File: src/rtl/pc_sequencer.sv
// pc_sequencer: program counter register with next-PC selection, HALTED state,
// stall, configurable reset vector and call/return link handling.
// Optional build macro PC_RAS_EN adds a circular return-address stack with
// RAS_DEPTH entries. Without it, RET behaves as JREG and ras_miss is tied low.
module pc_sequencer #(
    parameter int                ADDR_W       = 32,
    parameter logic [ADDR_W-1:0] RESET_VECTOR = '0,
    parameter int                RAS_DEPTH    = 4
) (
    input  logic              clk,
    input  logic              RST,
    input  logic              stall,
    input  logic [2:0]        sel,
    input  logic [15:0]       immd16,
    input  logic [25:0]       immd26,
    input  logic [ADDR_W-1:0] reg_target,
    input  logic              resume,
    output logic [ADDR_W-1:0] pc,
    output logic [ADDR_W-1:0] pc_plus4,
    output logic [ADDR_W-1:0] link_addr,
    output logic              halted,
    output logic              ras_miss
);

    localparam logic [2:0] SEL_NEXT   = 3'd0;
    localparam logic [2:0] SEL_BRANCH = 3'd1;
    localparam logic [2:0] SEL_JUMP   = 3'd2;
    localparam logic [2:0] SEL_HALT   = 3'd3;
    localparam logic [2:0] SEL_JREG   = 3'd4;
    localparam logic [2:0] SEL_CALL   = 3'd5;
    localparam logic [2:0] SEL_RET    = 3'd6;

    typedef enum logic {S_RUN, S_HALTED} state_t;

    // Parameter sanity: the 28-bit jump field must fit, and the stack
    // pointer arithmetic relies on a power-of-two depth.
    if (ADDR_W < 28) begin : g_bad_addr_w
        $error("pc_sequencer: ADDR_W must be at least 28");
    end
    if (RAS_DEPTH < 2 || RAS_DEPTH > 16 || (RAS_DEPTH & (RAS_DEPTH - 1)) != 0) begin : g_bad_depth
        $error("pc_sequencer: RAS_DEPTH must be a power of two in 2..16");
    end

    state_t            state_q, state_d;
    logic [ADDR_W-1:0] pc_q, pc_d;
    logic [ADDR_W-1:0] link_q, link_d;
    logic [ADDR_W-1:0] br_off, jump_tgt, jreg_tgt;

`ifdef PC_RAS_EN
    localparam int PTR_W = $clog2(RAS_DEPTH);
    localparam int CNT_W = PTR_W + 1;

    // ras_top_q points at the next free slot; entries wrap so a push when
    // full silently overwrites the oldest link.
    logic [ADDR_W-1:0] ras_mem_q [RAS_DEPTH];
    logic [ADDR_W-1:0] ras_mem_d [RAS_DEPTH];
    logic [PTR_W-1:0]  ras_top_q, ras_top_d, ras_rd_idx;
    logic [CNT_W-1:0]  ras_cnt_q, ras_cnt_d;
    logic              ras_push, ras_pop;
    logic              ras_miss_q, ras_miss_d;
`endif

    // Target address candidates; all arithmetic wraps modulo 2^ADDR_W.
    always_comb begin
        pc_plus4  = pc_q + ADDR_W'(4);
        br_off    = {{(ADDR_W-18){immd16[15]}}, immd16, 2'b00};
        jump_tgt  = pc_q;
        jump_tgt[27:0] = {immd26, 2'b00};
        jreg_tgt  = reg_target;
        jreg_tgt[1:0]  = 2'b00;
    end

    // Next-state, next-PC and link selection; stall freezes everything.
    always_comb begin
        state_d = state_q;
        pc_d    = pc_q;
        link_d  = link_q;
`ifdef PC_RAS_EN
        ras_push   = 1'b0;
        ras_pop    = 1'b0;
        ras_miss_d = 1'b0;
`endif
        if (!stall) begin
            case (state_q)
                S_RUN: begin
                    case (sel)
                        SEL_BRANCH: pc_d = pc_plus4 + br_off;
                        SEL_JUMP:   pc_d = jump_tgt;
                        SEL_HALT:   state_d = S_HALTED;
                        SEL_JREG:   pc_d = jreg_tgt;
                        SEL_CALL: begin
                            pc_d   = jump_tgt;
                            link_d = pc_plus4;
`ifdef PC_RAS_EN
                            ras_push = 1'b1;
`endif
                        end
                        SEL_RET: begin
`ifdef PC_RAS_EN
                            if (ras_cnt_q != '0) begin
                                pc_d    = ras_mem_q[ras_rd_idx];
                                ras_pop = 1'b1;
                            end else begin
                                pc_d       = jreg_tgt;
                                ras_miss_d = 1'b1;
                            end
`else
                            pc_d = jreg_tgt;
`endif
                        end
                        default:    pc_d = pc_plus4;  // NEXT and reserved 7
                    endcase
                end
                S_HALTED: begin
                    if (resume) begin
                        pc_d    = pc_plus4;
                        state_d = S_RUN;
                    end
                end
                default: state_d = S_RUN;
            endcase
        end
    end

    // PC, link and FSM registers.
    always_ff @(posedge clk or posedge RST) begin
        if (RST) begin
            state_q <= S_RUN;
            pc_q    <= RESET_VECTOR;
            link_q  <= '0;
        end else begin
            state_q <= state_d;
            pc_q    <= pc_d;
            link_q  <= link_d;
        end
    end

`ifdef PC_RAS_EN
    // Stack pointer/count update; count saturates at RAS_DEPTH.
    always_comb begin
        ras_rd_idx = ras_top_q - PTR_W'(1);
        ras_mem_d  = ras_mem_q;
        ras_top_d  = ras_top_q;
        ras_cnt_d  = ras_cnt_q;
        if (ras_push) begin
            ras_mem_d[ras_top_q] = pc_plus4;
            ras_top_d = ras_top_q + PTR_W'(1);
            if (ras_cnt_q != CNT_W'(RAS_DEPTH)) ras_cnt_d = ras_cnt_q + CNT_W'(1);
        end else if (ras_pop) begin
            ras_top_d = ras_rd_idx;
            ras_cnt_d = ras_cnt_q - CNT_W'(1);
        end
    end

    // Stack storage and miss pulse; reset empties the stack with no miss.
    always_ff @(posedge clk or posedge RST) begin
        if (RST) begin
            for (int i = 0; i < RAS_DEPTH; i++) ras_mem_q[i] <= '0;
            ras_top_q  <= '0;
            ras_cnt_q  <= '0;
            ras_miss_q <= 1'b0;
        end else begin
            ras_mem_q  <= ras_mem_d;
            ras_top_q  <= ras_top_d;
            ras_cnt_q  <= ras_cnt_d;
            ras_miss_q <= ras_miss_d;
        end
    end

    assign ras_miss = ras_miss_q;
`else
    assign ras_miss = 1'b0;
`endif

    assign pc        = pc_q;
    assign link_addr = link_q;
    assign halted    = (state_q == S_HALTED);

endmodule
File: config.mk
export PLATFORM = sky130hd
export DESIGN_NAME = pc_sequencer
export DESIGN_NICKNAME = d
export VERILOG_FILES = /design/src/rtl/pc_sequencer.sv
export SDC_FILE = /design/constraint.sdc
export NUM_CORES = 1
export LEC_CHECK = 0
export ABC_CLOCK_PERIOD_IN_PS = 5200
export CORE_UTILIZATION = 48
export CTS_CLUSTER_DIAMETER = 80
export DETAILED_ROUTE_END_ITERATION = 8
export GPL_TIMING_DRIVEN = 0
export HOLD_SLACK_MARGIN = 0.02
export PLACE_DENSITY_LB_ADDON = 0.3
export SLEW_MARGIN = 0
export SYNTH_ARGS = -nofsm -noshare
export SYNTH_HDL_FRONTEND = slang
export SYNTH_SLANG_ARGS = --single-unit
File: constraint.sdc
create_clock -name clk -period 5.2 [get_ports clk]
set_input_delay 0.52 -clock clk [delete_from_list [all_inputs] [get_ports clk]]
set_output_delay 0.52 -clock clk [all_outputs]
set_load 0.1 [all_outputs]
After elaboration in Yosys (flattened, before gate mapping)
Cells that the tools add are included.
{"block": "totals", "elab_cells": 28, "input_bits": 81, "out_inout_bits": 98, "regBits": 65}
{"block": "classes", "n_eq_ne": 9, "muxes": 6, "n_bitwise": 2, "reduce_logical": 5, "addsub": 2}
{"cell": "$pmux W32 S4", "n": 1}
{"cell": "$pmux W32 S2", "n": 1}
{"cell": "$add A32 B3 Y32 const B", "n": 1}
{"cell": "$add A32 B32 Y32", "n": 1}
{"cell": "$mux W32", "n": 1}
{"cell": "$eq A3 B3 Y1 const B", "n": 3}
{"cell": "$eq A3 B2 Y1 const B", "n": 2}
{"cell": "$ne A2 B2 Y1 const B", "n": 3}
{"cell": "$reduce_and A3 Y1", "n": 2}
{"cell": "$reduce_and A4 Y1", "n": 1}
{"cell": "$reduce_or A2 Y1", "n": 2}
{"cell": "$eq A3 B1 Y1 const B", "n": 1}
{"cell": "$mux W1", "n": 2}
{"cell": "$not A1 Y1", "n": 2}
{"cell": "$pmux W1 S2", "n": 1}

Logic depth before layout (Yosys ltp)
{"block": "logic_depth", "depth_word": 4, "ltp_mapped": 15, "mapped_depth_nobuf": 15}

Least setup slack after synthesis
OpenSTA, ideal clock, no wires.
{"block": "synth_timing", "path_type": "register to register", "start": "register pc_q[2] (netlist: pc[2])", "end": "register pc_q[31] (netlist: pc[31])", "setup_time_ns": 0.136, "required_time_ns": 5.064, "path_slack_ns": -0.763, "synth_period_minus_slack_ns": 5.963, "stages_incl_launch_ff": 16, "arrival_ns": 5.827, "n_path_buf": 0, "path_cell_list": "dfrtp_1 ha_1 and4_1 nand2_1 nor2_2 nand2_1 xnor2_1 ha_1 a21o_1 a31o_1 a41o_1 or3_1 o21ai_2 a2111oi_2 a2111oi_0 nand2_1"}
{"block": "synth_between", "elab_chain_cells": 4, "elab_cells_between_ends": 5, "cone_classes": "2 x add/sub; 3 x mux"}
{"item": "start, declared", "line_no": "45", "source": "logic [ADDR_W-1:0] pc_q, pc_d;"}
{"item": "start signal, assigned", "line_no": "133", "source": "pc_q <= pc_d;"}
{"item": "$add A32 B3 Y32", "line_no": "65", "source": "pc_plus4 = pc_q + ADDR_W'(4);"}
{"item": "named net pc_plus4[18]", "line_no": "19", "source": "output logic [ADDR_W-1:0] pc_plus4,"}
{"item": "$add A32 B32 Y32", "line_no": "87", "source": "SEL_BRANCH: pc_d = pc_plus4 + br_off;"}
{"item": "$pmux W32 S4", "line_no": "86", "source": "case (sel)"}
{"item": "$pmux W32 S2", "line_no": "84", "source": "case (state_q)"}
The timed path passes the listed nets, and every way through them passes these cells. The select of a mux whose other input is x is not followed.
A chain may end at the register's enable or synchronous reset.

Worst setup path after layout
{"block": "layout_timing", "start": "register pc_q[4] (netlist: pc[4])", "end": "register pc_q[31] (netlist: pc[31])"}
{"block": "layout_between", "elab_chain_cells": 4, "elab_cells_between_ends": 5, "cone_classes": "2 x add/sub; 3 x mux"}
{"item": "$add A32 B3 Y32 *", "line_no": "65"}
{"item": "$add A32 B32 Y32", "line_no": "87"}
{"item": "$pmux W32 S4", "line_no": "86"}
{"item": "$pmux W32 S2 *", "line_no": "84"}
Mark *: on every way between the ends. The rest lies on a longest branch, timed or not. The select of a mux whose other input is x is not followed.

==> flow_summary.yaml <==
pwr:
  switching_power_w: 0.003665
  power_density_nw_per_um2: 749.7
  peakVddDrop_mv: 0.7497
  leakagePower_nw: 3.342
  switching_share_pct: 61.87
  comb_power_share_pct: 73.3
  clkPwrFrac_pct: 11.4
  p_int_w: 0.002259
  power_frac_seq_pct: 15.3
final_layout:
  antenna_cells: 0
  fillers: 845
  fin_nets: 952
  final_core_util_pct: 71.94
  area_growth_pct: 43.92
  final_layout_size_suffix_gt1_share_pct: 11.30
  stdcell_count: 981
grt:
  grt_pass1_wl_um: 33220
  use_met3_pct: 5.499
  top_usage_layer: "met2"
  use_met1_pct: 48.45
  track_usage_pct: 37.46
  grt.met2_usage_pct: 61.19
  antenna_found_initial: 0
  overflow: 0
  grt_max_degree: 38
  grt_pass1_vias: 6244
critical_path:
  worstPathMaxFanout: 9
  cp-start-kind: "flip-flop"
  worst_ep_required_time_ns: 5.41
  worstSetupPathType: "flip-flop to flip-flop"
  cp_common_cell: "and2_1"
  cp_slowest_cell: "nor2_1"
  path_cells: "buf_2 > and3_1 > nand4_2 > nor2_1 > and2_1 > xor2_4 > ha_1 > and2_1 > o21a_1 > a41o_1 > or3_1 > o21ai_2 > a2111oi_2 > a2111oi_0 > nand2_1"
  cp_num_buf_inv: 1
  cp_slowest_stage_delay_ns: 0.47
  critical_path_arrival_ns: 5.00
  path_delay_family: "simple AND/OR/NAND/NOR gates"
  end_kind: "flip-flop"
drt:
  detail-route-antenna-nets: 0
  drt_iter0_markers: 651
  routedWlPerCell_um: 22.30
  wl_um: 21880
  vias: 6313
  viasPerCell: 6.435
  drt_pass1_iterations: 7
  drc: 0
synth:
  yosysMostFrequentCell: "nand2_1"
  synth_top_area_cell: "dfrtp_1"
  yosysWarnings: 0
  synth_top_flop_cell: "dfrtp_1"
  synth_top_area_share_pct: 27.80
  synth.avg_cell_area_sq_um: 8.434
  seq_area_frac_synth_pct: 27.80
  synth_async_sr_flop_share_pct: 100.0
  synth.cell_area_sq_um: 5490
  ys_ff_latch: 61
  synth_edf_count: 0
  synth_top_cells_by_count: "nand2_1 (64), dfrtp_1 (61), a21oi_1 (50)"
  synth_cells: 651
  netlist-cell-type-count: 72
  synth_area_leaders: "dfrtp_1 (28%), ha_1 (7.7%), mux2_2 (5.7%)"
place:
  numPortBuffers: 167
  dpl.cell_count: 965
  gp_congestion: 0.9500
  place_hpwl_um: 16300
floorplanning:
  core_area_sq_um: 10980
  fp.dieH_um: 109.0
  fp.dieW_um: 109.0
  ioPinCount: 179
  fp-row-count: 38
  initial_core_util_pct: 49.99
  dieArea_sq_um: 11870
clock_network:
  cts_root_buf: "clkbuf_16"
  cts_buffers: 9
  htree_levels: 3
  cts_tree: "yes"
  clk_pin_slew_worst_paths_ns: 0.05
  ctsHoldBuffers: 0
  ctsResizeCount: 0
  clockBufferDepth: 2
  cts_sinks: 61
  clk_latency_ns: 0.35
  cts_setup_buffers: 0
timing:
  fin_skew_ns: 0.005563
  relSlewSlack_pct: 32.98
  setup_violations: 0
  rsz0062_at_grt: "no"
  hold_viol: 0
  fin_crit_sh_pct: 92.17
  max_freq_ghz: 0.2086
  finalCriticalPeriod_ns: 4.793
  maxSlewViolCount: 0
  tightest_slew_ns: 1.002
  finalSetupTns_ns: 0
min_path:
  hold_path_class: "flip-flop to flip-flop"
flow_run:
  cap_viol_max_count: 0
outcome:
  status: "finished clean"
## worst paths after layout
check                                     end  slack (ns)          from  cells past startpoint
worst max-delay path                   pc[31]        0.41         pc[4]                     15
worst min-delay path             link_addr[2]        0.49  link_addr[2]                      2
worst max register to register         pc[31]        0.41         pc[4]                     15
worst min register to register   link_addr[2]        0.49  link_addr[2]                      2
max in group asynchronous              pc[15]        3.99           RST                      3
min in group asynchronous       link_addr[30]        0.58           RST                      2
## flip-flops by register name, summed over array words and instances (netlist names)
name       flops
pc            30
halted         1
link_addr     30
## final cells by class
type,instances,area (sq um),area share [%]
clock inverter,4,70.07,0.8868
tap,140,175.2,2.217
timing repair buffer,168,1692,21.41
sequential,61,1526,19.32
buffer,36,185.2,2.344
clock buffer,12,256.5,3.246
inverter,15,56.30,0.7126
multi-input combinational,545,3940,49.87
## power by group through the flow
stage,clock (W),sequential [W],combinational [W]
after global routing,0.000693,0.000929,0.00452
after CTS,0.000673,0.000899,0.00431
after detailed placement,0,0.000903,0.00429
final,0.000673,0.000907,0.00434
after global placement,0,0.000882,0.00426
after floorplan,0,0.00228,0.00189
## per-layer routing
layer,routed length [um],up-vias
li1,-,2810
met1,9091,3050
met2,10450,395
met3,1661,58
met4,680,0
met5,0,-
## worst min-delay path: cells and delay by family (launching register included)
kind	cells	cell delay (ns)
AO/OA/AOI/OAI	1	0.07
AND/OR/NAND/NOR	1	0.05
flip-flops	1	0.34
## cell usage in the layout (no fill, tap or decap), types with 9 or more instances in the layout
cell,netlist,final
clkdlybuf4s50_1,0,167
nand2_1,64,64
dfrtp_1,61,61
a21oi_1,50,50
o21ai_0,46,46
nor2_1,42,42
ha_1,34,34
mux2_2,28,28
clkbuf_1,22,23
a21o_1,18,18
nor3_1,15,15
nand3_1,15,15
and3_1,15,15
a221oi_1,15,15
inv_1,15,14
xnor2_2,0,13
o22ai_1,11,11
a31oi_1,11,11
xor2_1,20,11
xnor2_1,24,10
o21a_1,10,10
and4_1,9,9
clkbuf_16,0,9
## kinds of logic (layout without fill, tap and decap cells)
| kind of cell | Yosys count | count (layout) | share of synthesized area, % |
|---|---|---|---|
| buffers and inverters | 51 | 235 | 4.398 |
| adder cells (fa/ha/maj) | 35 | 35 | 8.113 |
| AO/OA/AOI/OAI | 222 | 222 | 27.14 |
| other | 1 | 7 | 0.06830 |
| multiplexers | 30 | 30 | 6.108 |
| XOR/XNOR | 44 | 44 | 7.019 |
| AND/OR/NAND/NOR | 207 | 207 | 19.35 |
| flip-flops | 61 | 61 | 27.80 |
## stage by stage
step	hold WS, ns	power [W]	setup WS (ns)	instance area [sq um]
6_report	0.4883	0.005924	0.4069	7901
5_1_grt	0.5131	0.006140	0.1821	7901
4_1_cts	0.4918	0.005885	0.5488	7901
3_5_place_dp	0.4803	0.005195	0.6021	7575
3_3_place_gp	0.4614	0.005139	0.7225	7555
2_1_floorplan	0.6107	0.004166	-0.01998	5708
No activity file was read; power rests on OpenSTA's default activity.
